===== src/rtl/gray_counter_pkg.sv =====
// Gray-code helpers shared by the counter and anything that consumes its
// outputs (FIFO pointer compare, CDC synchronisers).
// The functions operate on a fixed maximum width; the GRAY_BIN2GRAY and
// GRAY_GRAY2BIN macro wrappers zero-extend an operand of any width W up to
// that maximum and truncate the result back to W. Zero extension is harmless
// for both conversions because the extra upper bits are all zero.
package gray_pkg;

    localparam int GRAY_MAX_W = 64;

    // Binary to Gray: each bit is the XOR of itself and its upper neighbour.
    function automatic logic [GRAY_MAX_W-1:0] bin2gray(input logic [GRAY_MAX_W-1:0] bin);
        return bin ^ (bin >> 1);
    endfunction

    // Gray to binary: prefix XOR running down from the MSB.
    function automatic logic [GRAY_MAX_W-1:0] gray2bin(input logic [GRAY_MAX_W-1:0] gray);
        logic [GRAY_MAX_W-1:0] bin;
        bin[GRAY_MAX_W-1] = gray[GRAY_MAX_W-1];
        for (int i = GRAY_MAX_W - 2; i >= 0; i--) begin
            bin[i] = bin[i+1] ^ gray[i];
        end
        return bin;
    endfunction

endpackage

`ifndef GRAY_PKG_MACROS
`define GRAY_PKG_MACROS
`define GRAY_BIN2GRAY(w, x) (w'(gray_pkg::bin2gray(gray_pkg::GRAY_MAX_W'(x))))
`define GRAY_GRAY2BIN(w, x) (w'(gray_pkg::gray2bin(gray_pkg::GRAY_MAX_W'(x))))
`endif


===== src/rtl/gray_counter_if.sv =====
// Control and result bundle of the Gray counter. The master side drives the
// clear/load/count controls; the slave side (the counter) returns the
// registered binary count, its Gray form and the wrap pulse.
interface gray_counter_if #(
    parameter int W = 4
);
    logic         clr;
    logic         ld;
    logic [W-1:0] ld_val;
    logic         en;
    logic         dn;
    logic [W-1:0] bin_r;
    logic [W-1:0] gray_r;
    logic         wrap_r;

    modport master (
        output clr, ld, ld_val, en, dn,
        input  bin_r, gray_r, wrap_r
    );

    modport slave (
        input  clr, ld, ld_val, en, dn,
        output bin_r, gray_r, wrap_r
    );
endinterface


===== src/rtl/gray_counter.sv =====
// Up/down binary counter with a registered Gray-code copy, for async-FIFO
// pointers and other counters that cross clock domains. The Gray value is
// computed from the next binary value and registered, so the output comes
// straight from flops and moves by exactly one bit per count step.
// Control priority: clr > ld > en; with none asserted the count holds.
// Build option: define GRAY_COUNTER_SAT_EN to saturate at the ends instead of
// wrapping; wrap_r then flags each count request blocked by saturation.
module gray_counter
    import gray_pkg::*;
#(
    parameter int           W    = 4,
    parameter logic [W-1:0] INIT = '0
) (
    input  logic             clk,
    input  logic             rst,
    gray_counter_if.slave    bus
);

    localparam logic [W-1:0] ALL_ONES  = '1;
    localparam logic [W-1:0] ALL_ZEROS = '0;

    logic [W-1:0] r_bin;
    logic [W-1:0] r_gray;
    logic         r_wrap;

    logic [W-1:0] w_bin_nxt;
    logic [W-1:0] w_gray_nxt;
    logic         w_wrap_nxt;
    logic         w_at_edge;

    // Next binary value and boundary flag from the clr/ld/up/down mux.
    always_comb begin
        w_bin_nxt  = r_bin;
        w_wrap_nxt = 1'b0;
        w_at_edge  = bus.dn ? (r_bin == ALL_ZEROS) : (r_bin == ALL_ONES);
        if (bus.clr) begin
            w_bin_nxt = INIT;
        end else if (bus.ld) begin
            w_bin_nxt = bus.ld_val;
        end else if (bus.en) begin
            // Crossing the 2^W boundary raises wrap in both build variants;
            // only the resulting count differs.
            w_wrap_nxt = w_at_edge;
`ifdef GRAY_COUNTER_SAT_EN
            if (!w_at_edge) begin
                w_bin_nxt = bus.dn ? (r_bin - 1'b1) : (r_bin + 1'b1);
            end
`else
            w_bin_nxt = bus.dn ? (r_bin - 1'b1) : (r_bin + 1'b1);
`endif
        end
        w_gray_nxt = `GRAY_BIN2GRAY(W, w_bin_nxt);
    end

    // Binary, Gray and wrap registers share one async-reset process so they
    // always move together.
    always_ff @(posedge clk or posedge rst) begin
        if (rst) begin
            r_bin  <= INIT;
            r_gray <= `GRAY_BIN2GRAY(W, INIT);
            r_wrap <= 1'b0;
        end else begin
            r_bin  <= w_bin_nxt;
            r_gray <= w_gray_nxt;
            r_wrap <= w_wrap_nxt;
        end
    end

    assign bus.bin_r  = r_bin;
    assign bus.gray_r = r_gray;
    assign bus.wrap_r = r_wrap;

endmodule


===== src/flat_wrapper.sv =====
// flat-port wrapper written by rule: the top's interface ports become plain ports
module gray_counter_flat import gray_pkg::*;
#(
    parameter int           W    = 4,
    parameter logic [W-1:0] INIT = '0
)
  (clk, rst, bus_clr, bus_ld, bus_ld_val, bus_en, bus_dn, bus_bin_r, bus_gray_r, bus_wrap_r);
  gray_counter_if #(.W(W)) bus_i ();
  input  logic clk;
  input  logic rst;
  input wire logic [$bits(bus_i.clr)-1:0] bus_clr;
  input wire logic [$bits(bus_i.ld)-1:0] bus_ld;
  input wire logic [$bits(bus_i.ld_val)-1:0] bus_ld_val;
  input wire logic [$bits(bus_i.en)-1:0] bus_en;
  input wire logic [$bits(bus_i.dn)-1:0] bus_dn;
  output wire logic [$bits(bus_i.bin_r)-1:0] bus_bin_r;
  output wire logic [$bits(bus_i.gray_r)-1:0] bus_gray_r;
  output wire logic [$bits(bus_i.wrap_r)-1:0] bus_wrap_r;
  assign bus_i.clr = bus_clr;
  assign bus_i.ld = bus_ld;
  assign bus_i.ld_val = bus_ld_val;
  assign bus_i.en = bus_en;
  assign bus_i.dn = bus_dn;
  assign bus_bin_r = bus_i.bin_r;
  assign bus_gray_r = bus_i.gray_r;
  assign bus_wrap_r = bus_i.wrap_r;
  gray_counter #(.W(W), .INIT(INIT)) u_core (.clk(clk), .rst(rst), .bus(bus_i));
endmodule

===== config.mk =====
export PLATFORM = sky130hd
export DESIGN_NAME = gray_counter_flat
export DESIGN_NICKNAME = d
export VERILOG_FILES = /design/src/rtl/gray_counter_pkg.sv /design/src/rtl/gray_counter_if.sv /design/src/rtl/gray_counter.sv /design/src/flat_wrapper.sv
export SDC_FILE = /design/constraint.sdc
export NUM_CORES = 1
export LEC_CHECK = 0
export ABC_AREA = 0
export ABC_CLOCK_PERIOD_IN_PS = 2300
export CAP_MARGIN = 15
export CORE_AREA = 2 2 39 41
export DETAILED_ROUTE_END_ITERATION = 10
export DIE_AREA = 0 0 41 43
export PLACE_DENSITY = 0.75
export SYNTH_ARGS = -nofsm -noshare
export SYNTH_HDL_FRONTEND = slang
export SYNTH_SLANG_ARGS = --single-unit
export TNS_END_PERCENT = 20

===== constraint.sdc =====
create_clock -name clk -period 2.3 [get_ports clk]
set_input_delay 0.46 -clock clk [delete_from_list [all_inputs] [get_ports clk]]
set_output_delay 0.46 -clock clk [all_outputs]
set_load 0.02 [all_outputs]

==> results.txt, run 1 <==
The mean number of vias per cell came out at 5.19. The mean post-synth cell area came out at 10.8 sq um. The mux contribution to synthesized area is 7.80%. The final route contains 441 vias. Summed over all cells, the static leakage comes to 0.328 nW. The count of inserted antenna diode cells came out at 0. The critical path starts at bus_dn. In this run the critical register-to-register path is launched from u_core.bus.bin_r[0]. The total routed wirelength is 1120 microns. The height of the chip is 43 microns. For the worst setup path, the data arrival time is 2.13 ns. The endpoint of the most critical register-to-register path is u_core.bus.gray_r[0]. The die covers 0.00176 sq mm. The register area share after synthesis is 37.8%. The first TritonRoute pass finished after 2 iterations. The count of nets after finishing is 84.

The post-route minimum period came out at 2.00 ns. After floorplanning, the core was sized to cover 0.00138 sq mm. The type of element capturing the critical path is a flop.

The measured slew at the worst slew-check pin came out at 0.333 ns. The sum of internal, switching and leakage power is 0.000419 W. The slowest stage of the critical path belongs to the cell sky130_fd_sc_hd__clkdlybuf4s50_1.

The via count of the first global-routing pass came out at 419. By startpoint and endpoint, the worst setup path is classified as in -> reg. STA puts the critical path data required time at 2.43 ns. The signal on the critical path passes through clkdlybuf4s50_1 > fa_1 > mux2_1 > mux2i_1 > nor2_1 > xor2_1.

Yosys mapped a number of flops with a built-in enable equal to 0. The number of instances in the synthesized netlist came out at 49. Synthesis instantiated 30 different standard cells from the library. Hold timing on the final database bottoms out at a slack of 0.445 ns. After synthesis, the largest family of logic cells by area is simple AND/OR/NAND/NOR gates. Synthesis produced a netlist with a net count of 62. The final critical path takes up 87.0% of the cycle. The number of buffers created by CTS came out at 3. In this run, the number of DRC markers left after iteration 0 of detailed routing was 3. TritonCTS built the clock tree. The setup TNS is 0 ns. The floorplan has 14 rows. The count of warnings emitted by yosys is 0. The fraction of the mapped netlist area in compound gates is 13.0%.

The buffer cell driving the clock tree root is sky130_fd_sc_hd__clkbuf_4. The slack of the worst reg-to-reg path came out at 0.48 ns. The first-pass GRT wire length is 1680 microns. The number of antenna violations at the first check in global routing came out at 0. The tree built by TritonCTS fans out to 8 sinks. The remaining routing DRC violations is 0. The portion of synthesized cell area occupied by the leading cell type came out at 37.8%. Ranked by instance count, the synthesized netlist is headed by sky130_fd_sc_hd__dfrtp_1, sky130_fd_sc_hd__nor2_1, sky130_fd_sc_hd__mux2i_1. After clock tree synthesis, the repair step resized 0 gates. The global route total overflow came out at 0. Setup repair after global routing left no endpoint under its margin. Buffers added to address setup during post-CTS repair amount to 0. The leading register cell type out of synthesis is sky130_fd_sc_hd__dfrtp_1. The power density relative to cell area came out at 563 mW/mm^2.

The later pin in the worst-skew pair is clocked with a latency of 0.25 ns. The die is 41 microns wide. Across the VDD grid, the largest voltage drop is 429 uV. The maximum clock insertion buffer count came out at 2. Across every metal layer, demand over resource in global routing totals 13.9%. The share of synthesized registers carrying an async set or reset is 100%. The area growth from synthesis to layout is 40.4%.

CTS built an H-tree with a depth of 1. The max-capacitance violation count is 0. Entering global routing, the biggest net connects 10 pins.

The maximum clock rate came out at 0.500 GHz. The count of pins on the block boundary is 19. The worst setup skew after layout came out at 0.00342 ns. The count of endpoints failing hold in the final timing report is 0. The half-perimeter wire length of the detailed placement result came out at 867 microns. The flow ran to the end, and the final reports show no timing, DRC or antenna violations.

The count of final max-slew check failures is 0. The biggest area contributor in the post-synthesis netlist is sky130_fd_sc_hd__dfrtp_1. The average detailed-routed wire length per instance came out at 13.1 microns.

The min-delay analysis places its worst path in the category in -> async. After Yosys synthesis, and, or, nand and nor cells account for 20.3% of the synthesized area. The last weighted congestion value of the routability-driven placer came out at 0.697. The number of input and output port buffers inserted came out at 18. Counting flops and latches in the post-synthesis netlist gives 8.

Yosys attributes the largest share of cell area to sky130_fd_sc_hd__dfrtp_1, sky130_fd_sc_hd__mux2i_1, sky130_fd_sc_hd__ha_1. The post-route antenna net violation count is 0. For this run, the slowest stage of the critical path takes 0.52 ns.

The initial cell density of the core came out at 38.2%. The headroom to the max-slew limit is 77.6%. Setup violations remaining at the end of the flow were counted as 0.

The clock-pin slew reported for the worst setup and hold paths after clock tree synthesis is 0.05 ns. Summing every instance area after synthesis gives 529 sq um. The number of hold buffers added after cts is 0. The most common cell in the synthesized netlist is sky130_fd_sc_hd__dfrtp_1. The highest fanout seen on the critical path came out at 3.

The ratio of cells with drive above 1 in the final layout came out at 11.6%. The logic depth of the worst register-to-register path came out at 5. The synthesized netlist devotes 8.51% of its cell area to adder and majority cells. The type of origin of the critical path is an input port.

The post-synthesis xor/xnor area fraction came out at 6.62%.
layout make-up:
cell class / count / area (sq um)
fillers: 134 / 641
multi-input cells: 36 / 298
flip-flops and latches: 8 / 200
repair buffers: 20 / 195
clock buffers: 3 / 22.5
well taps: 16 / 20.0
inverters: 2 / 7.51
cells in the final DEF, fill, tap and decap left out, types with 2 or more instances in the layout:
master | synthesis | layout
sky130_fd_sc_hd__clkdlybuf4s50_1 | 0 | 18
sky130_fd_sc_hd__dfrtp_1 | 8 | 8
sky130_fd_sc_hd__nor2_1 | 6 | 6
sky130_fd_sc_hd__mux2i_1 | 3 | 3
sky130_fd_sc_hd__clkbuf_4 | 0 | 3
sky130_fd_sc_hd__xnor2_1 | 2 | 2
sky130_fd_sc_hd__inv_1 | 2 | 2
sky130_fd_sc_hd__xor2_1 | 2 | 2
sky130_fd_sc_hd__a21oi_1 | 2 | 2
sky130_fd_sc_hd__ha_1 | 2 | 2
sky130_fd_sc_hd__buf_4 | 1 | 2
worst max-delay path by stage:
| stage | endpoint | cells past startpoint |
|---|---|---|
| after CTS | u_core.bus.gray_r[2] | 6 |
| after floorplan | u_core.bus.gray_r[0] | 5 |
| final | u_core.bus.gray_r[0] | 6 |
| after detailed placement | u_core.bus.gray_r[0] | 6 |
| after global placement | u_core.bus.gray_r[0] | 6 |
| after global routing | u_core.bus.gray_r[2] | 6 |
routing by layer:
layer  up-vias  wire, microns  GRT usage [%]
met5         -              0              0
met4         0             16           6.00
met3         2             62           1.57
met2        15            500           21.3
met1       201            536           19.0
li1        223              -              -
power by group:
group          switching (W)  leakage (nW)  total [W]  internal [W]
clock              0.0000459        0.0138   0.000106     0.0000596
combinational      0.0000672         0.210   0.000142     0.0000746
sequential         0.0000158         0.104   0.000171      0.000156
per-stage QoR:
stage / cells / area, sq um / worst slack [ns] / utilization (%)
after floorplan: 49 / 529 / 0.536 / -
after global placement: 82 / 721 / 0.0763 / 52.1
after detailed placement: 82 / 721 / 0.0382 / 52.1
after CTS: 85 / 743 / 0.297 / 53.7
after global routing: 85 / 743 / 0.187 / 53.7
final: 85 / 743 / 0.299 / 53.7
flip-flops by register name, indices dropped and copies added, names as in the netlist:
| name | cells |
|---|---|
| u_core.bus.bin_r | 4 |
| u_core.bus.gray_r | 3 |
| u_core.bus.wrap_r | 1 |
critical path, delay by kind of cell:
family        cells  cell delay (ns)
buf+inv           1             0.52
mux               2             0.45
fa+ha+maj         1             0.42
xor+xnor          1             0.17
simple gates      1             0.11
logic make-up (layout without fill, tap and decap cells):
group | Yosys count | after routing
adders and majority gates | 3 | 3
muxes | 4 | 4
and+or+nand+nor | 17 | 17
buffers and inverters | 5 | 25
DFF | 8 | 8
xor gates and xnor gates | 4 | 4
AOI/OAI and AO/OA | 8 | 8
(Power assumes the default switching activity.)
==> run 2, diff against run 1 <==
Settings changed: MAX_ROUTING_LAYER from default to met4, TNS_END_PERCENT 20 to 100.
==> results of run 2 <==
No change in the layout: final DEF, timing and power equal those of run 1.
Main changes from that run: final weighted congestion in routability-driven placement 0.697 -> 0.704; overall routing resource usage 13.9% -> 14.3%
